==> config.mk <==
export PLATFORM = sky130hd
export DESIGN_NAME = vga_sync_gen
export DESIGN_NICKNAME = d
export VERILOG_FILES = /design/src/rtl/vga_timing_pkg.sv /design/src/rtl/wrap_counter.sv /design/src/rtl/vga_sync_gen.sv
export SDC_FILE = /design/constraint.sdc
export NUM_CORES = 1
export LEC_CHECK = 0
export CORE_ASPECT_RATIO = 1.25
export CORE_MARGIN = 4
export CORE_UTILIZATION = 48
export DETAILED_ROUTE_END_ITERATION = 8
export PLACE_DENSITY = 0.76
export SETUP_SLACK_MARGIN = 0.5
export SLEW_MARGIN = 20
export SYNTH_ARGS = -nofsm -noshare
export SYNTH_HDL_FRONTEND = slang
export SYNTH_SLANG_ARGS = --single-unit
==> constraint.sdc <==
create_clock -name rfr_clk -period 2.2 [get_ports rfr_clk]
set_input_delay 0.33 -clock rfr_clk [delete_from_list [all_inputs] [get_ports rfr_clk]]
set_output_delay 0.33 -clock rfr_clk [all_outputs]
set_load 0.01 [all_outputs]
==> src/rtl/vga_timing_pkg.sv <==
// Shared raster timing constants and helpers for the sync generator and pixel generator.
package vga_timing_pkg;

    localparam int CTR_W_DEF    = 12;
    localparam int H_ACTIVE_DEF = 640;
    localparam int H_FP_DEF     = 16;
    localparam int H_SYNC_DEF   = 96;
    localparam int H_BP_DEF     = 48;
    localparam int V_ACTIVE_DEF = 480;
    localparam int V_FP_DEF     = 10;
    localparam int V_SYNC_DEF   = 2;
    localparam int V_BP_DEF     = 33;

    function automatic int timing_total(input int active, input int fp, input int sync, input int bp);
        return active + fp + sync + bp;
    endfunction

    localparam int H_TOTAL_DEF = timing_total(H_ACTIVE_DEF, H_FP_DEF, H_SYNC_DEF, H_BP_DEF);
    localparam int V_TOTAL_DEF = timing_total(V_ACTIVE_DEF, V_FP_DEF, V_SYNC_DEF, V_BP_DEF);

    typedef logic [CTR_W_DEF-1:0] ctr_t;

endpackage

==> src/rtl/wrap_counter.sv <==
// Enabled up-counter that wraps from MAX to 0; resets to MAX so the first enabled edge lands on 0.
module wrap_counter #(
    parameter int         W   = 12,
    parameter logic [W-1:0] MAX = '1
) (
    input  logic         clk,
    input  logic         rst_n,
    input  logic         en,
    output logic [W-1:0] cnt,
    output logic         wrap
);

    assign wrap = (cnt == MAX);

    always_ff @(posedge clk or negedge rst_n) begin
        if (!rst_n) begin
            cnt <= MAX;
        end else if (en) begin
            cnt <= wrap ? '0 : cnt + 1'b1;
        end
    end

endmodule

==> src/rtl/vga_sync_gen.sv <==
// Raster timing generator: pixel/line counters plus registered sync, blanking and frame strobe,
// all decoded from next-count values so they line up with the counters they describe.
module vga_sync_gen
    import vga_timing_pkg::*;
#(
    parameter int   CTR_W    = CTR_W_DEF,
    parameter int   H_ACTIVE = H_ACTIVE_DEF,
    parameter int   H_FP     = H_FP_DEF,
    parameter int   H_SYNC   = H_SYNC_DEF,
    parameter int   H_BP     = H_BP_DEF,
    parameter int   V_ACTIVE = V_ACTIVE_DEF,
    parameter int   V_FP     = V_FP_DEF,
    parameter int   V_SYNC   = V_SYNC_DEF,
    parameter int   V_BP     = V_BP_DEF,
    parameter logic H_POL    = 1'b0,
    parameter logic V_POL    = 1'b0
) (
    input  logic             rfr_clk,
    input  logic             reset_n,
    input  logic             pixel_en,
    output logic [CTR_W-1:0] pixel_cnt,
    output logic [CTR_W-1:0] line_cnt,
    output logic             h_sync,
    output logic             v_sync,
    output logic             video_on,
    output logic             frame_start
);

    localparam int H_TOTAL = timing_total(H_ACTIVE, H_FP, H_SYNC, H_BP);
    localparam int V_TOTAL = timing_total(V_ACTIVE, V_FP, V_SYNC, V_BP);

    if (H_TOTAL > 2**CTR_W || V_TOTAL > 2**CTR_W) begin : g_bad_width
        $error("vga_sync_gen: CTR_W=%0d too narrow for %0dx%0d totals", CTR_W, H_TOTAL, V_TOTAL);
    end
    if (H_ACTIVE == 0 || H_FP == 0 || H_SYNC == 0 || H_BP == 0 ||
        V_ACTIVE == 0 || V_FP == 0 || V_SYNC == 0 || V_BP == 0) begin : g_bad_timing
        $error("vga_sync_gen: timing parameters must all be non-zero");
    end

    localparam logic [CTR_W-1:0] H_LAST      = CTR_W'(H_TOTAL - 1);
    localparam logic [CTR_W-1:0] V_LAST      = CTR_W'(V_TOTAL - 1);
    localparam logic [CTR_W-1:0] H_ACT_END   = CTR_W'(H_ACTIVE);
    localparam logic [CTR_W-1:0] V_ACT_END   = CTR_W'(V_ACTIVE);
    localparam logic [CTR_W-1:0] H_SYNC_ON   = CTR_W'(H_ACTIVE + H_FP);
    localparam logic [CTR_W-1:0] H_SYNC_OFF  = CTR_W'(H_ACTIVE + H_FP + H_SYNC);
    localparam logic [CTR_W-1:0] V_SYNC_ON   = CTR_W'(V_ACTIVE + V_FP);
    localparam logic [CTR_W-1:0] V_SYNC_OFF  = CTR_W'(V_ACTIVE + V_FP + V_SYNC);

    logic             h_wrap;
    logic             v_wrap;
    logic [CTR_W-1:0] px_next;
    logic [CTR_W-1:0] ln_next;
    logic             h_act_next;
    logic             v_act_next;
    logic             vid_next;

    wrap_counter #(.W(CTR_W), .MAX(H_LAST)) u_h_cnt (
        .clk   (rfr_clk),
        .rst_n (reset_n),
        .en    (pixel_en),
        .cnt   (pixel_cnt),
        .wrap  (h_wrap)
    );

    wrap_counter #(.W(CTR_W), .MAX(V_LAST)) u_v_cnt (
        .clk   (rfr_clk),
        .rst_n (reset_n),
        .en    (pixel_en & h_wrap),
        .cnt   (line_cnt),
        .wrap  (v_wrap)
    );

    // Mirror the counters' next values so the registered decode matches the count it accompanies.
    always_comb begin
        px_next = h_wrap ? '0 : pixel_cnt + 1'b1;
        ln_next = line_cnt;
        if (h_wrap) begin
            ln_next = v_wrap ? '0 : line_cnt + 1'b1;
        end
        h_act_next = (px_next >= H_SYNC_ON) && (px_next < H_SYNC_OFF);
        v_act_next = (ln_next >= V_SYNC_ON) && (ln_next < V_SYNC_OFF);
        vid_next   = (px_next < H_ACT_END) && (ln_next < V_ACT_END);
    end

    always_ff @(posedge rfr_clk or negedge reset_n) begin
        if (!reset_n) begin
            h_sync      <= ~H_POL;
            v_sync      <= ~V_POL;
            video_on    <= 1'b0;
            frame_start <= 1'b0;
        end else if (pixel_en) begin
            h_sync      <= h_act_next ? H_POL : ~H_POL;
            v_sync      <= v_act_next ? V_POL : ~V_POL;
            video_on    <= vid_next;
            frame_start <= h_wrap & v_wrap;
        end else begin
            frame_start <= 1'b0;
        end
    end

endmodule

======== Word level (Yosys, flattened, before mapping) ========
Index checks and enable logic that the tools add are counted.
word-level totals
  word-level logic and storage cells ...... 27
  bits in registers ....................... 28
operators by class
  bitwise gates (word level) .............. 2
  add/sub/neg operators ................... 2
  $lt $le $gt $ge ......................... 6
  muxes and demuxes ....................... 6
  equality and inequality tests ........... 2
  reduce and logical (&&, ||, !) cells .... 3
operators with widths
  cell                                                                                   count
  12-bit 2-to-1 mux                                                                      3
  12-bit by 1-bit adder with 12-bit output, second input constant                        2
  12-bit by 10-bit == test with 1-bit output, second input constant                      2
  12-bit by 10-bit < comparator with 1-bit output, second input constant                 2
  12-bit by 9-bit < comparator with 1-bit output, second input constant                  2
  12-bit by 10-bit greater-or-equal comparator with 1-bit output, second input constant  1
  12-bit by 9-bit greater-or-equal comparator with 1-bit output, second input constant   1
  1-bit logical AND                                                                      3
  1-bit 2-to-1 mux                                                                       3
  1-bit AND                                                                              2

======== Longest topological paths before layout ========
  depth in word-level cells ............... 6
  mapped depth ............................ 8

======== Cells and area by module ========
From an unflattened synthesis, not the netlist that was laid out.
second synthesis, totals
  cells, all modules ...................... 209
  area total of the unflattened synthesis .. 1889.3 um^2
by module, submodules not included
  module                  cells an instance  times used  area each (um^2)  seq. area each (um^2)
  vga_sync_gen            92                 1           649.4             102.6
  wrap_counter (u_v_cnt)  59                 1           633.1             304.0
  wrap_counter (u_h_cnt)  58                 1           606.8             309.0

======== Worst setup path after synthesis ========
Ideal clock, no wire load.
  path kind ............................... register to register
  start ................................... reg u_h_cnt.cnt[5]
  end ..................................... reg u_v_cnt.cnt[5]
  slack ................................... 11 ps
  arrival ................................. 2085 ps
  cell stages (with the launch flop) ...... 8
  data required time ...................... 2096 ps
  cells stage by stage .................... dfrtp_1 buf_2 or4_4 nor4_4 and2_1 buf_4 nand2_2 o41ai_2
between the ends
  cells in the longest elaborated chain, start to end .. 2
RTL lines
  what                                        RTL line            text
  from (decl)                                 wrap_counter.sv:9   output logic [W-1:0] cnt,
  from (signal assigned)                      wrap_counter.sv:19  cnt <= wrap ? '0 : cnt + 1'b1;
  12-bit by 10-bit == test with 1-bit output  wrap_counter.sv:13  assign wrap = (cnt == MAX);
  1-bit AND                                   vga_sync_gen.sv:68  .en (pixel_en & h_wrap),
  to (signal assigned)                        wrap_counter.sv:19
  to (decl)                                   wrap_counter.sv:9
No other way between the ends.
A chain may end at the register's enable or synchronous reset.

======== Worst setup path after layout ========
  start ................................... reg u_h_cnt.cnt[0]
  end ..................................... reg video_on
between the ends
  cells in the longest elaborated chain, start to end .. 4
  elaborated cells between the ends (all ways) .. 7
RTL lines
  what                                                                                                                      RTL line                                text
  12-bit by 1-bit adder with 12-bit output / 12-bit by 10-bit == test with 1-bit output (equally long branches)             vga_sync_gen.sv:75, wrap_counter.sv:13
  12-bit 2-to-1 mux (on tied branches)                                                                                      vga_sync_gen.sv:75, vga_sync_gen.sv:77
  12-bit by 10-bit < comparator with 1-bit output / 12-bit by 9-bit < comparator with 1-bit output (equally long branches)  vga_sync_gen.sv:82                      vid_next = (px_next < H_ACT_END) && (ln_next < V_ACT_END);
  1-bit logical AND (*)                                                                                                     vga_sync_gen.sv:82
  to (signal assigned)                                                                                                      vga_sync_gen.sv:94                      video_on <= vid_next;
  to (decl)                                                                                                                 vga_sync_gen.sv:25                      output logic video_on,
Every way passes the cells marked *; elsewhere a longest branch is shown, timed or not.

==> run_results.csv <==
group,metric,value,unit
placement,globalplace.congestion,0.8717,
floorplanning,dieArea,0.004877,mm2
timing,slew_headroom,0.6452,
worst_setup_path,worstPathBufferInverterCount,1,
synthesis,synth_area,0.001833,mm2
detailed_routing,drc,0,
pwr,powerDensity,554.7,mW/mm2
floorplanning,ios,31,
worst_setup_path,slowest_delay,540,ps
worst_setup_path,slowest_stage,"or4_4",
worst_setup_path,reg2reg_slack,5,ps
global_route,busiest_layer,"met2",
synthesis,syn_nets,218,
clock_network,h-tree-depth,1,
timing,hold_viol_final,0,
worst_setup_path,worstPathArrival,2390,ps
finish,area_growth,48.67,%
pwr,peakVddDrop,362.1,uV
timing,period_minus_slack,2195,ps
timing,rsz0062_at_grt,"yes",
timing,worst_pin_slew,528.1,ps
synthesis,netlist_instances,212,
detailed_routing,avgRoutedWirePerCell,18.12,um
detailed_routing,drt_iter0_markers,194,
worst_setup_path,worstRegToRegCells,8,
job,maxCapViolations,0,
global_route,grt-ovfl-total,0,
detailed_routing,routed_wl,5.691,mm
floorplanning,rows,24,
worst_setup_path,crit_type,"reg2reg",
global_route,grt_max_degree,29,
global_route,grt_pass1_vias,1989,
finish,fin_util,0.7626,
global_route,antenna_found_initial,0,
timing,slew_violations,0,
floorplanning,fp.dieH,77.09,um
detailed_routing,detail-route-antenna-nets,0,
clock_network,cts_buffer_depth,2,
global_route,grt_pass1_wl,8.963,mm
synthesis,yosysMostFrequentCell,"nand2_1",
worst_setup_path,endpoint_kind,"register",
pwr,total_power,1.512,mW
synthesis,synth-async-reset-ratio,1.000,
synthesis,seq_area_frac_synth,0.3904,
worst_setup_path,crit_chain,"ha_4 -> buf_6 -> and4_4 -> and2_4 -> a31oi_1 -> nand2_1 -> or4_4 -> o32ai_2",
synthesis,yosys_warnings,0,
synthesis,synthFlopType,"dfrtp_1",
detailed_routing,route.vias.total,1935,
synthesis,yosys.area.top_type,"dfrtp_1",
timing,fmax,455.7,MHz
pwr,p_leak,1.182,nW
synthesis,synth_top_area_frac,0.2184,
finish,diodes,0,
floorplanning,start_util,0.5130,
finish,nNetsFinal,282,
finish,drive_gt1_frac,0.3709,
global_route,grt_use_met2,0.4161,
worst_setup_path,path_max_fanout,4,
timing,clock-skew-final,1.607,ps
synthesis,netlist_top_cells_area,"dfrtp_1, dfstp_2, nand2_1",
timing,post-route-period-util,0.9976,
clock_network,clock_sinks,28,
placement,dp_hpwl,3.642,mm
clock_network,cts_buffers,3,
worst_setup_path,cp.required,2400,ps
worst_setup_path,rr_startpoint,"u_h_cnt.cnt[0]",
clock_network,root_buffer,"clkbuf_8",
synthesis,synth-edff-count,0,
global_route,gr-usage-met1,0.2544,
floorplanning,die_x,63.27,um
clock_network,cts_tree,"built",
global_route,grt_usage,0.2259,
floorplanning,core,0.003573,mm2
detailed_routing,firstDrtPassIters,4,
clock_network,clk_pin_slew,100,ps
worst_setup_path,crit_start,"u_h_cnt.cnt[0]",
placement,io_buffers,30,
global_route,grt_util_met3,0.02924,
synthesis,syn_area_per_cell,8.646,um2
worst_setup_path,regToRegEndpoint,"video_on",
synthesis,synth-seq-cells,28,
worst_setup_path,cp-start-kind,"register",
worst_setup_path,cp_top_family,"simple AND/OR/NAND/NOR gates",
status,status,"finished, final reports clean",
worst_hold_path,hold_path_class,"in2async",
detailed_routing,viasPerCell,6.162,
synthesis,synth_cell_types,51,
timing,finalSetupViolations,0,
clock_network,insertion_delay,280,ps
synthesis,synthTopCellsByCount,"nand2_1, dfrtp_1, nor2_1, o21ai_0, nand4_1",
-- layer usage --
| metal | vias up | part of all wire |
|---|---|---|
| li1 | 894 | - |
| met1 | 947 | 0.38 |
| met5 | - | 0 |
| met3 | 19 | 0.043 |
| met2 | 75 | 0.55 |
| met4 | 0 | 0.027 |
-- worst max-delay path by stage --
stage,endpoint,slack [ps],cells past startpoint
floorplan,u_v_cnt.cnt[6],160,7
global placement,video_on,90,7
detailed placement,video_on,60,8
CTS,v_sync,120,7
global route,video_on,-100,8
finish,video_on,5,8
-- cells by family (layout without fill, tap and decap cells) --
kind of cell,count (synthesis),count (layout),share of synthesized area
AO/OA/AOI/OAI,44,44,0.1604
buffers and inverters,23,85,0.05665
adder cells (fa/ha/maj),3,3,0.02048
XOR/XNOR,14,14,0.06690
flip-flops,28,28,0.3904
multiplexers,2,2,0.01092
AND/OR/NAND/NOR,98,99,0.2942
-- area by class of cell --
cell class | instances | area, um2
sequential | 28 | 718.2
clock inverter | 1 | 3.754
tap | 39 | 48.80
timing repair buffer | 73 | 654.4
inverter | 8 | 30.03
clock buffer | 3 | 41.29
fill | 271 | 848.3
multi-input combinational | 162 | 1229
-- state kept, by name, summed over array words and instances (netlist names) --
register	cells
frame_start	1
u_v_cnt.cnt	12
video_on	1
v_sync	1
h_sync	1
u_h_cnt.cnt	12
-- cells in the final DEF (no fill, tap or decap), types with 5 or more instances in the layout --
| master | n |
|---|---|
| buf_4 | 34 |
| buf_6 | 9 |
| clkdlybuf4s50_1 | 13 |
| dfrtp_1 | 14 |
| dfstp_2 | 12 |
| dlygate4sd2_1 | 12 |
| dlymetal6s2s_1 | 5 |
| inv_1 | 8 |
| nand2_1 | 23 |
| nand3_1 | 7 |
| nand4_1 | 13 |
| nor2_1 | 13 |
| o21ai_0 | 5 |
| o21ai_1 | 7 |
| xnor2_1 | 8 |
| xor2_1 | 6 |
-- stage by stage --
| step | setup slack (ps) | std cells | hold WS [ps] | setup TNS, ps | area [um2] |
|---|---|---|---|---|---|
| 2_1_floorplan | 161.6 | 212 | 34.41 | 0 | 1889 |
| 3_3_place_gp | 87.95 | 294 | 478.4 | 0 | 2361 |
| 3_5_place_dp | 57.86 | 294 | 483.4 | 0 | 2361 |
| 4_1_cts | 115.8 | 311 | 441.7 | 0 | 2557 |
| 5_1_grt | -103.4 | 314 | 464.5 | -518.8 | 2725 |
| 6_report | 5.387 | 314 | 427.3 | 0 | 2725 |
-- power breakdown --
group,leakage [nW],internal [mW],switching [mW]
combinational,0.825,0.278,0.299
clock,0.0231,0.126,0.170
sequential,0.333,0.589,0.0492
-- timing repair --
action,CTS,global route
hold buffers,0,0
pin swaps,9,18
resized for setup,34,34
cloned,0,1
buffers inserted,13,2
setup endpoints to repair,35,33
Note: power is estimated with default switching activity, not from simulation.
